===== config.mk =====
export PLATFORM = sky130hd
export DESIGN_NAME = clk_sel_ctrl
export DESIGN_NICKNAME = d
export VERILOG_FILES = /design/src/rtl/clk_sel_ctrl.sv
export SDC_FILE = /design/constraint.sdc
export NUM_CORES = 1
export LEC_CHECK = 0
export ABC_CLOCK_PERIOD_IN_PS = 3700
export CORE_MARGIN = 10
export CORE_UTILIZATION = 40
export CTS_CLUSTER_SIZE = 16
export DETAILED_ROUTE_END_ITERATION = 10
export HOLD_SLACK_MARGIN = 0.02
export PLACE_DENSITY = 0.62
export SLEW_MARGIN = 20
export SYNTH_ARGS = -nofsm -noshare
export SYNTH_HDL_FRONTEND = slang
export SYNTH_SLANG_ARGS = --single-unit

===== constraint.sdc =====
create_clock -name clk -period 3.7 [get_ports clk]
set_input_delay 0.555 -clock clk [delete_from_list [all_inputs] [get_ports clk]]
set_output_delay 0.555 -clock clk [all_outputs]
set_load 0.01 [all_outputs]

===== src/rtl/clk_sel_ctrl.sv =====
// Request/settle/dwell controller that drives the glitch-free clock switch select.
// Optional CLK_SEL_CNT_EN adds the saturating real-switch counter output sw_cnt.
module clk_sel_ctrl #(
    parameter bit          DEF_SEL    = 1'b0,
    parameter int unsigned SETTLE_CYC = 16,
    parameter int unsigned DWELL_CYC  = 32,
    parameter int unsigned CNT_W      = 8
) (
    input  logic        clk,
    input  logic        rst,
    input  logic        req_valid,
    input  logic        req_sel,
    output logic        req_ready,
    output logic        sel,
    output logic        busy,
`ifdef CLK_SEL_CNT_EN
    output logic [15:0] sw_cnt,
`endif
    output logic        done
);

    typedef enum logic [1:0] {
        IDLE   = 2'd0,
        SETTLE = 2'd1,
        DWELL  = 2'd2
    } state_t;

    localparam logic [CNT_W-1:0] SETTLE_LD = CNT_W'(SETTLE_CYC - 1);
    localparam logic [CNT_W-1:0] DWELL_LD  = (DWELL_CYC == 0) ? '0 : CNT_W'(DWELL_CYC - 1);

    state_t           state_q, state_d;
    logic [CNT_W-1:0] cnt_q, cnt_d;
    logic             sel_d;
    logic             done_d;

    always_ff @(posedge clk or posedge rst) begin
        if (rst) begin
            state_q <= IDLE;
            cnt_q   <= '0;
            sel     <= DEF_SEL;
            done    <= 1'b0;
        end else begin
            state_q <= state_d;
            cnt_q   <= cnt_d;
            sel     <= sel_d;
            done    <= done_d;
        end
    end

    always_comb begin
        state_d   = state_q;
        cnt_d     = cnt_q;
        sel_d     = sel;
        done_d    = 1'b0;
        req_ready = 1'b0;
        busy      = 1'b0;
        case (state_q)
            IDLE: begin
                req_ready = 1'b1;
                if (req_valid) begin
                    if (req_sel == sel) begin
                        done_d = 1'b1;
                    end else begin
                        sel_d   = req_sel;
                        cnt_d   = SETTLE_LD;
                        state_d = SETTLE;
                    end
                end
            end
            SETTLE: begin
                busy = 1'b1;
                if (cnt_q == '0) begin
                    done_d = 1'b1;
                    if (DWELL_CYC == 0) begin
                        state_d = IDLE;
                        cnt_d   = '0;
                    end else begin
                        state_d = DWELL;
                        cnt_d   = DWELL_LD;
                    end
                end else begin
                    cnt_d = cnt_q - CNT_W'(1);
                end
            end
            DWELL: begin
                if (cnt_q == '0) begin
                    state_d = IDLE;
                end else begin
                    cnt_d = cnt_q - CNT_W'(1);
                end
            end
            default: begin
                state_d = IDLE;
                cnt_d   = '0;
            end
        endcase
    end

`ifdef CLK_SEL_CNT_EN
    logic [15:0] sw_cnt_q;

    // A real switch is exactly the edge where the registered select changes.
    always_ff @(posedge clk or posedge rst) begin
        if (rst) begin
            sw_cnt_q <= '0;
        end else if ((sel_d != sel) && (sw_cnt_q != '1)) begin
            sw_cnt_q <= sw_cnt_q + 16'd1;
        end
    end

    assign sw_cnt = sw_cnt_q;
`endif

endmodule


; Yosys cells after proc, flatten, opt, wreduce, memory -nomap -nowiden
; Cells that the tools add are included.
[op_classes]
n_addsub = 1
eq_ne = 8
n_mux = 16
n_bitwise = 1
reduce_logical = 5
[ops]
columns = operator, count
row1 = 8-bit two-way mux, 4
row2 = 8-bit case mux with 3 select lines, 1
row3 = "2-bit inequality test, second input constant", 5
row4 = 8-bit logical NOT, 1
row5 = 2-bit two-way mux, 4
row6 = "8-bit by 1-bit subtractor with 8-bit output, second input constant", 1
row7 = 2-bit case mux with 3 select lines, 1
row8 = 3-bit AND reduction, 2
row9 = 1-bit two-way mux, 5
row10 = 4-bit AND reduction, 1
row11 = "2-bit by 1-bit equality test with 1-bit output, second input constant", 1
row12 = "2-bit equality test, second input constant", 1
row13 = 2-bit logical NOT, 1
row14 = 1-bit case mux with 2 select lines, 1
row15 = 1-bit equality test, 1
row16 = 1-bit inverter, 1
[word_totals]
reg_bits = 12
input_bits = 4
output_inout_bits = 4

; Depth between registers and ports, before layout
; Gate-level depths: netlist (run 1).
[logic_depth]
ltp_word = 4
ltp_mapped = 6
depth_no_buf = 6

; Worst setup path before layout (run 1)
; Ideal clock, no wire load.
[synth_path]
path_kind = register to register
start = register cnt_q[0]
end = register cnt_q[3]
setup_ns = 0.123
arrival_ns = 1.562
t_required_ns = 3.577
path_slack_ns = 2.015
path_stages_with_launch = 7
n_path_buf = 0
synth_period_minus_slack_ns = 1.685
cell_sequence = dfrtp_1 -> inv_1 -> ha_1 -> or3b_4 -> o21ai_0 -> a21boi_1 -> o221a_2
[synth_between]
elab_chain_len = 3
word_cells_on_any_way = 7
classes_between = add/sub (1) / eq/ne (1) / mux (3) / reduce/logical (2)
[synth_rtl]
columns = element, line_no
row1 = from (decl), 32  ; logic [CNT_W-1:0] cnt_q, cnt_d;
row2 = from (signal assigned), 44  ; cnt_q <= cnt_d;
row3 = 8-bit by 1-bit subtractor with 8-bit output or 8-bit logical NOT (tied branches), -
row4 = 8-bit two-way mux (tied with other cells), 86  ; if (cnt_q == '0) begin
row5 = 8-bit case mux with 3 select lines or 3-bit AND reduction (tied branches), -
; Parallel ways exist; a longest one is shown, timed or not. The select of a mux whose other input is x is not followed.
; A chain may end at the register's enable or synchronous reset.

; Final worst setup path (run 1)
[layout_path]
start = register state_q[1]
end = output req_ready
[layout_between]
elab_chain_len = 2
[layout_rtl]
columns = element, line_no
row1 = from (decl), 31  ; state_t state_q, state_d;
row2 = from (signal assigned), 43  ; state_q <= state_d;
row3 = 2-bit logical NOT, 57  ; case (state_q)
row4 = 1-bit two-way mux, 57
row5 = to (decl), 13  ; output logic req_ready,
; Every way passes these cells.

==> out/metrics.csv, run 1 <==
metric,value,unit
global-route wire length before repair,3022,µm
sequential standard cell area,300.3,µm²
Post-Layout Cell Count,118,
"Design Area, Final",960.9,µm²
residual DRC count,0,
Initial Utilization,42.36,%
area grow syn2layout,14.46,%
Post-CTS Hold Buffers,0,
CTS Sinks,12,
Yosys reg bits,12,
CP Data Required Time,3140,ps
CTS tree,yes,
Max-Cap Viols,0,
Slew @ Worst Pin,503.3,ps
initial antenna violation count,0,
R2R depth,6,
register area share after synthesis,35.77,%
DIE AREA,4332,µm²
total gr overflow,0,
Rel. slew slack,66.45,%
"Slew Viols, Final",0,
Hold WC Path Type,in -> async,
die width,65.82,µm
Resized cells post-CTS,0,
Peak VDD IR,342.7,µV
fillers,186,
vias in the first global route,653,
Final Setup Violations,0,
post-synthesis cell count,83,
DP HPWL,1316,µm
CP Class,reg -> out,
RSZ-0062 raised after global routing,false,
synth unique cells,36,
status,"finished, final reports clean",
Syn Std Cell Area,839.6,µm²
clk_lat worst skew,270,ps
Crit Path Max Fanout,14,
area of the multi-input gates,494.2,µm²
fin util,48.48,%
final period utilization,62.22,%
Max Root-Sink Buffers,2,
crit path capture type,primary output,
FF-to-FF Start,cnt_q[0]$_DFFE_PP0P_,
Via density,5.746,
gpl congestion,0.8121,
Top-Level Pins,8,
yosys warns,0,
Fin Setup TNS,0,ps
H-tree levels,1,
hold slack,581.5,ps
Root Buffer,clkbuf_4,
ANT cells,0,
clk slew on worst S/H paths,90,ps
Total Wirelength,1771,µm
DP Cell Count,114,
Crit path largest cell delay,590,ps
Critical R2R Capture,cnt_q[5]$_DFFE_PP0P_,
GRT Overall Usage,8.736,%
vias,678,
drt first pass iters,4,
overall die height,65.82,µm
Total Nets Final,97,
Worst setup SP type,flop,
Pleak,0.3628,nW
placed cell areas,924.6,µm²
Final Hold Vio Count,0,
Initial DRC Count,20,
Mapped Nets,88,
row cnt,16,
Core Region,1982,µm²
largest net degree at the start of global routing,15,
crit path time final,2302,ps
Setup Buffers After CTS,0,
Wirelength per Cell,15.01,µm
Final ANT Viol Nets,0,
Slowest cell on crit path,clkdlybuf4s50_1,
"Cell Chain, Critical Path",nor2_1 > clkdlybuf4s50_1,
Pwr Total,0.7957,mW
post-place setup slack,1422,ps
worst setup margin,1398,ps
Max Clk Rate,0.4344,GHz
share of layout cells above drive strength 1,19.78,%
Setup Skew,1.390,ps
Port Buf Inserts,7,
TritonCTS buffer count,3,
PwrDens,828.0,nW/µm²
synthesized area per cell,10.12,µm²
"Arr. time, crit path",1750,ps
R2R Setup Slk,1830,ps
-- cells in the mapped netlist --
cell       count  area [µm²]
xor2_1         1       8.760
xnor2_1        2       17.52
a31oi_4        1       21.27
buf_6          1       11.26
dfrtp_1       12       300.3
mux2i_1        3       30.03
nor4_4         1       21.27
a21boi_1       1       7.510
o21ai_0       10       50.05
a21o_1         1       7.510
a21boi_0       1       7.510
a22oi_1        1       7.510
or4_4          1       11.26
inv_1          7       26.28
xor2_2         1       16.27
nand2b_1       2       12.51
or3_2          1       7.510
nor2_1         1       3.750
nor3b_2        1       12.51
a31oi_1        1       6.260
nand4_1        1       6.260
o22ai_1        2       12.51
ha_1           1       12.51
o21ai_4        1       16.27
a21oi_1        3       15.01
or3b_4         1       11.26
nand2_1        4       15.01
mux2_2         2       22.52
o221a_2        1       11.26
nand3_1        3       15.01
o21bai_1       4       30.03
clkbuf_1       2       7.510
o21a_1         1       7.510
a2111oi_2      3       45.04
nor3_1         2       10.01
a211oi_1       2       15.01
-- sequential cells by signal (all words and copies together) (netlist names) --
| register | flops |
|---|---|
| state_q | 2 |
| cnt_q | 8 |
| done | 1 |
| sel | 1 |
-- routing by layer --
layer	global-route usage, %	part of all wire [%]	vias to the layer above
li1	-	-	329
met1	11.23	47	330
met2	13.16	47	15
met3	2.203	5.1	4
met4	4.278	1.1	0
met5	0	0	-
-- worst max path at each step --
stage,from,to,cells after the start
after floorplan,cnt_q[0]$_DFFE_PP0P_,cnt_q[3]$_DFFE_PP0P_,6
after global placement,req_sel,cnt_q[5]$_DFFE_PP0P_,5
after detailed placement,req_sel,cnt_q[5]$_DFFE_PP0P_,5
after CTS,state_q[1]$_DFFE_PP0P_,busy,3
after global routing,state_q[1]$_DFFE_PP0P_,busy,3
final,state_q[1]$_DFFE_PP0P_,req_ready,2
-- cell families (layout without fill, tap and decap cells) --
| logic type | after synthesis | count (layout) | share of synthesized area, % |
|---|---|---|---|
| compound gates | 33 | 33 | 31.00 |
| xor+xnor | 4 | 4 | 5.068 |
| fa+ha+maj | 1 | 1 | 1.490 |
| buf+inv | 10 | 18 | 5.366 |
| flops | 12 | 12 | 35.77 |
| mux | 5 | 5 | 6.259 |
| simple gates | 18 | 18 | 15.05 |
-- critical path, delay by kind of cell (launching register included) --
family,cells,cell delay [ps]
flops,1,570
buf+inv,1,590
simple gates,1,310
-- final cells by class --
cell class | instances | share of cell area, %
inverter | 7 | 2.734
tap | 27 | 3.516
clock buffer | 4 | 3.776
sequential | 12 | 31.25
multi-input combinational | 61 | 51.43
timing repair buffer | 7 | 7.292
-- report_power, final --
group | internal [mW] | switching (mW)
combinational | 0.207 | 0.201
sequential | 0.182 | 0.0959
clock | 0.0598 | 0.0501
-- layout by cell type (no fill, tap or decap), types with 2 or more instances in the layout --
cell type / synthesis / routed
a2111oi_2: 3 / 3
a211oi_1: 2 / 2
a21oi_1: 3 / 3
clkbuf_4: 0 / 3
clkdlybuf4s50_1: 0 / 7
dfrtp_1: 12 / 12
inv_1: 7 / 7
mux2_2: 2 / 2
mux2i_1: 3 / 3
nand2_1: 4 / 4
nand2b_1: 2 / 2
nand3_1: 3 / 3
nor3_1: 2 / 2
o21ai_0: 10 / 10
o21bai_1: 4 / 4
o22ai_1: 2 / 2
xnor2_1: 2 / 2
Power figures use the tool's default switching activity.
==> run 2, diff against run 1 <==
--- a/config.mk
+++ b/config.mk
@@ -5,13 +5,13 @@
 export SDC_FILE = /design/constraint.sdc
 export NUM_CORES = 1
 export LEC_CHECK = 0
-export ABC_CLOCK_PERIOD_IN_PS = 3700
+export ABC_CLOCK_PERIOD_IN_PS = 1900
 export CORE_MARGIN = 10
 export CORE_UTILIZATION = 40
 export CTS_CLUSTER_SIZE = 16
 export DETAILED_ROUTE_END_ITERATION = 10
 export HOLD_SLACK_MARGIN = 0.02
-export PLACE_DENSITY = 0.62
+export PLACE_DENSITY = 0.64
 export SLEW_MARGIN = 20
 export SYNTH_ARGS = -nofsm -noshare
 export SYNTH_HDL_FRONTEND = slang
==> constraint.sdc (replaced) <==
create_clock -name clk -period 1.9 [get_ports clk]
set_input_delay 0.285 -clock clk [delete_from_list [all_inputs] [get_ports clk]]
set_output_delay 0.285 -clock clk [all_outputs]
set_load 0.01 [all_outputs]
==> out/metrics.csv, run 2 (synthesis gave the netlist of run 1 again) <==
metric,value,unit
Total Wirelength,1893,µm
ANT cells,0,
Max Root-Sink Buffers,2,
vias in the first global route,738,
clk slew on worst S/H paths,80,ps
Setup Skew,2.788,ps
Setup Buffers After CTS,0,
residual DRC count,0,
"Arr. time, crit path",1500,ps
Pleak,0.4085,nW
met2 global-route usage,16.55,%
H-tree levels,1,
status,"finished, final reports clean",
Top-Level Pins,8,
Port Buf Inserts,7,
die width,65.82,µm
crit path time final,1787,ps
Root Buffer,clkbuf_4,
largest net degree at the start of global routing,13,
Post-CTS Hold Buffers,0,
DP HPWL,1456,µm
initial antenna violation count,0,
Worst setup SP type,flop,
share of layout cells above drive strength 1,28.00,%
row cnt,16,
Slew @ Worst Pin,485.7,ps
TritonCTS buffer count,3,
"Slew Viols, Final",0,
FF-to-FF Start,cnt_q[0]$_DFFE_PP0P_,
fillers,176,
CTS Sinks,12,
CTS tree,yes,
Rel. slew slack,67.38,%
Final Hold Vio Count,0,
most common library cell in the layout ignoring fill and taps,dfrtp_1,
GR Util met1,12.83,%
PwrDens,1609,nW/µm²
Total Nets Final,106,
Initial DRC Count,25,
area grow syn2layout,22.95,%
final period utilization,94.03,%
drt first pass iters,4,
Peak VDD IR,804.8,µV
"Most flops, register",cnt_q,
RSZ-0062 raised after global routing,false,
Max Clk Rate,0.5597,GHz
total gr overflow,0,
"Design Area, Final",1032,µm²
Max-Cap Viols,0,
gpl congestion,0.8055,
Core Region,1982,µm²
gr busiest metal,met2,
Initial Utilization,42.36,%
global-route wire length before repair,3539,µm
max reg flops,8,
DIE AREA,4332,µm²
clk_lat worst skew,280,ps
Hold WC Path Type,in -> async,
fin util,52.08,%
Via density,5.402,
most frequent cells in the layout,"dfrtp_1, o21ai_0, buf_4",
GR Util met3,2.542,%
Crit Path Max Fanout,4,
GRT Overall Usage,10.51,%
CP Class,reg -> out,
crit path capture type,primary output,
overall die height,65.82,µm
vias,686,
CP Data Required Time,1620,ps
Final Setup Violations,0,
Wirelength per Cell,14.91,µm
Worst setup startpoint,state_q[1]$_DFFE_PP0P_,
placed cell areas,992.2,µm²
biggest regs,"cnt_q (8), state_q (2)",
Final ANT Viol Nets,0,
[run 2: cell types whose count changed in the layout (fill, tap and decap cells not counted)]
cell and change:
a21oi_1 -1, a21oi_2 +1, buf_4 +9
[run 2: final timing paths]
check                           slack, ps  cells past startpoint              endpoint
max in group asynchronous            1280                      2        done$_DFF_PP0_
worst min register to register        590                      3  cnt_q[0]$_DFFE_PP0P_
min in group clk                      590                      3  cnt_q[0]$_DFFE_PP0P_
worst max register to register        120                      6  cnt_q[5]$_DFFE_PP0P_
worst min-delay path                  300                      2  cnt_q[6]$_DFFE_PP0P_
worst max-delay path                  110                      3                  busy
[run 2: final cells by class]
class,instances,area (µm²),share of cell area [%]
tap,27,33.78,3.273
timing repair buffer,16,137.6,13.33
inverter,7,26.28,2.545
multi-input combinational,61,498.0,48.24
clock buffer,4,36.28,3.515
sequential,12,300.3,29.09
[run 2: layer usage]
layer / part of all wire [%] / vias up / wire [µm]
met5: 0 / - / 0
met4: 2.1 / 0 / 39
met3: 2.6 / 5 / 50
met2: 46 / 7 / 862
met1: 50 / 332 / 941
li1: - / 342 / -
[run 2: metrics by stage]
stage / setup TNS [ps] / power, mW / hold WS [ps] / cells / setup WS [ps]
global placement: -31.60 / 1.429 / 583.5 / 123 / -16.47
floorplan: 0 / 1.147 / 149.7 / 83 / 215.5
CTS: 0 / 1.668 / 317.2 / 127 / 93.70
detailed placement: -136.2 / 1.450 / 593.0 / 123 / -70.27
finish: 0 / 1.661 / 303.4 / 127 / 113.4
global route: 0 / 1.813 / 344.4 / 127 / 3.748
[run 2: critical path, stage by stage (launching register included)]
cell and delay, ps:
dfrtp_1 420, nand2b_1 200, inv_1 60, clkdlybuf4s50_1 540
[run 2: where the power goes]
group          internal (mW)  switching (mW)  total (mW)  leakage [nW]
Sequential             0.356           0.133       0.490         0.149
Clock                  0.117          0.0928       0.210        0.0210
Combinational          0.477           0.485       0.962         0.239
Total                  0.950           0.711        1.66         0.409
[run 2: timing repair]
item	in CTS	in global routing
resized for setup	0	1
setup endpoints to repair	0	3
hold endpoints to repair	0	0
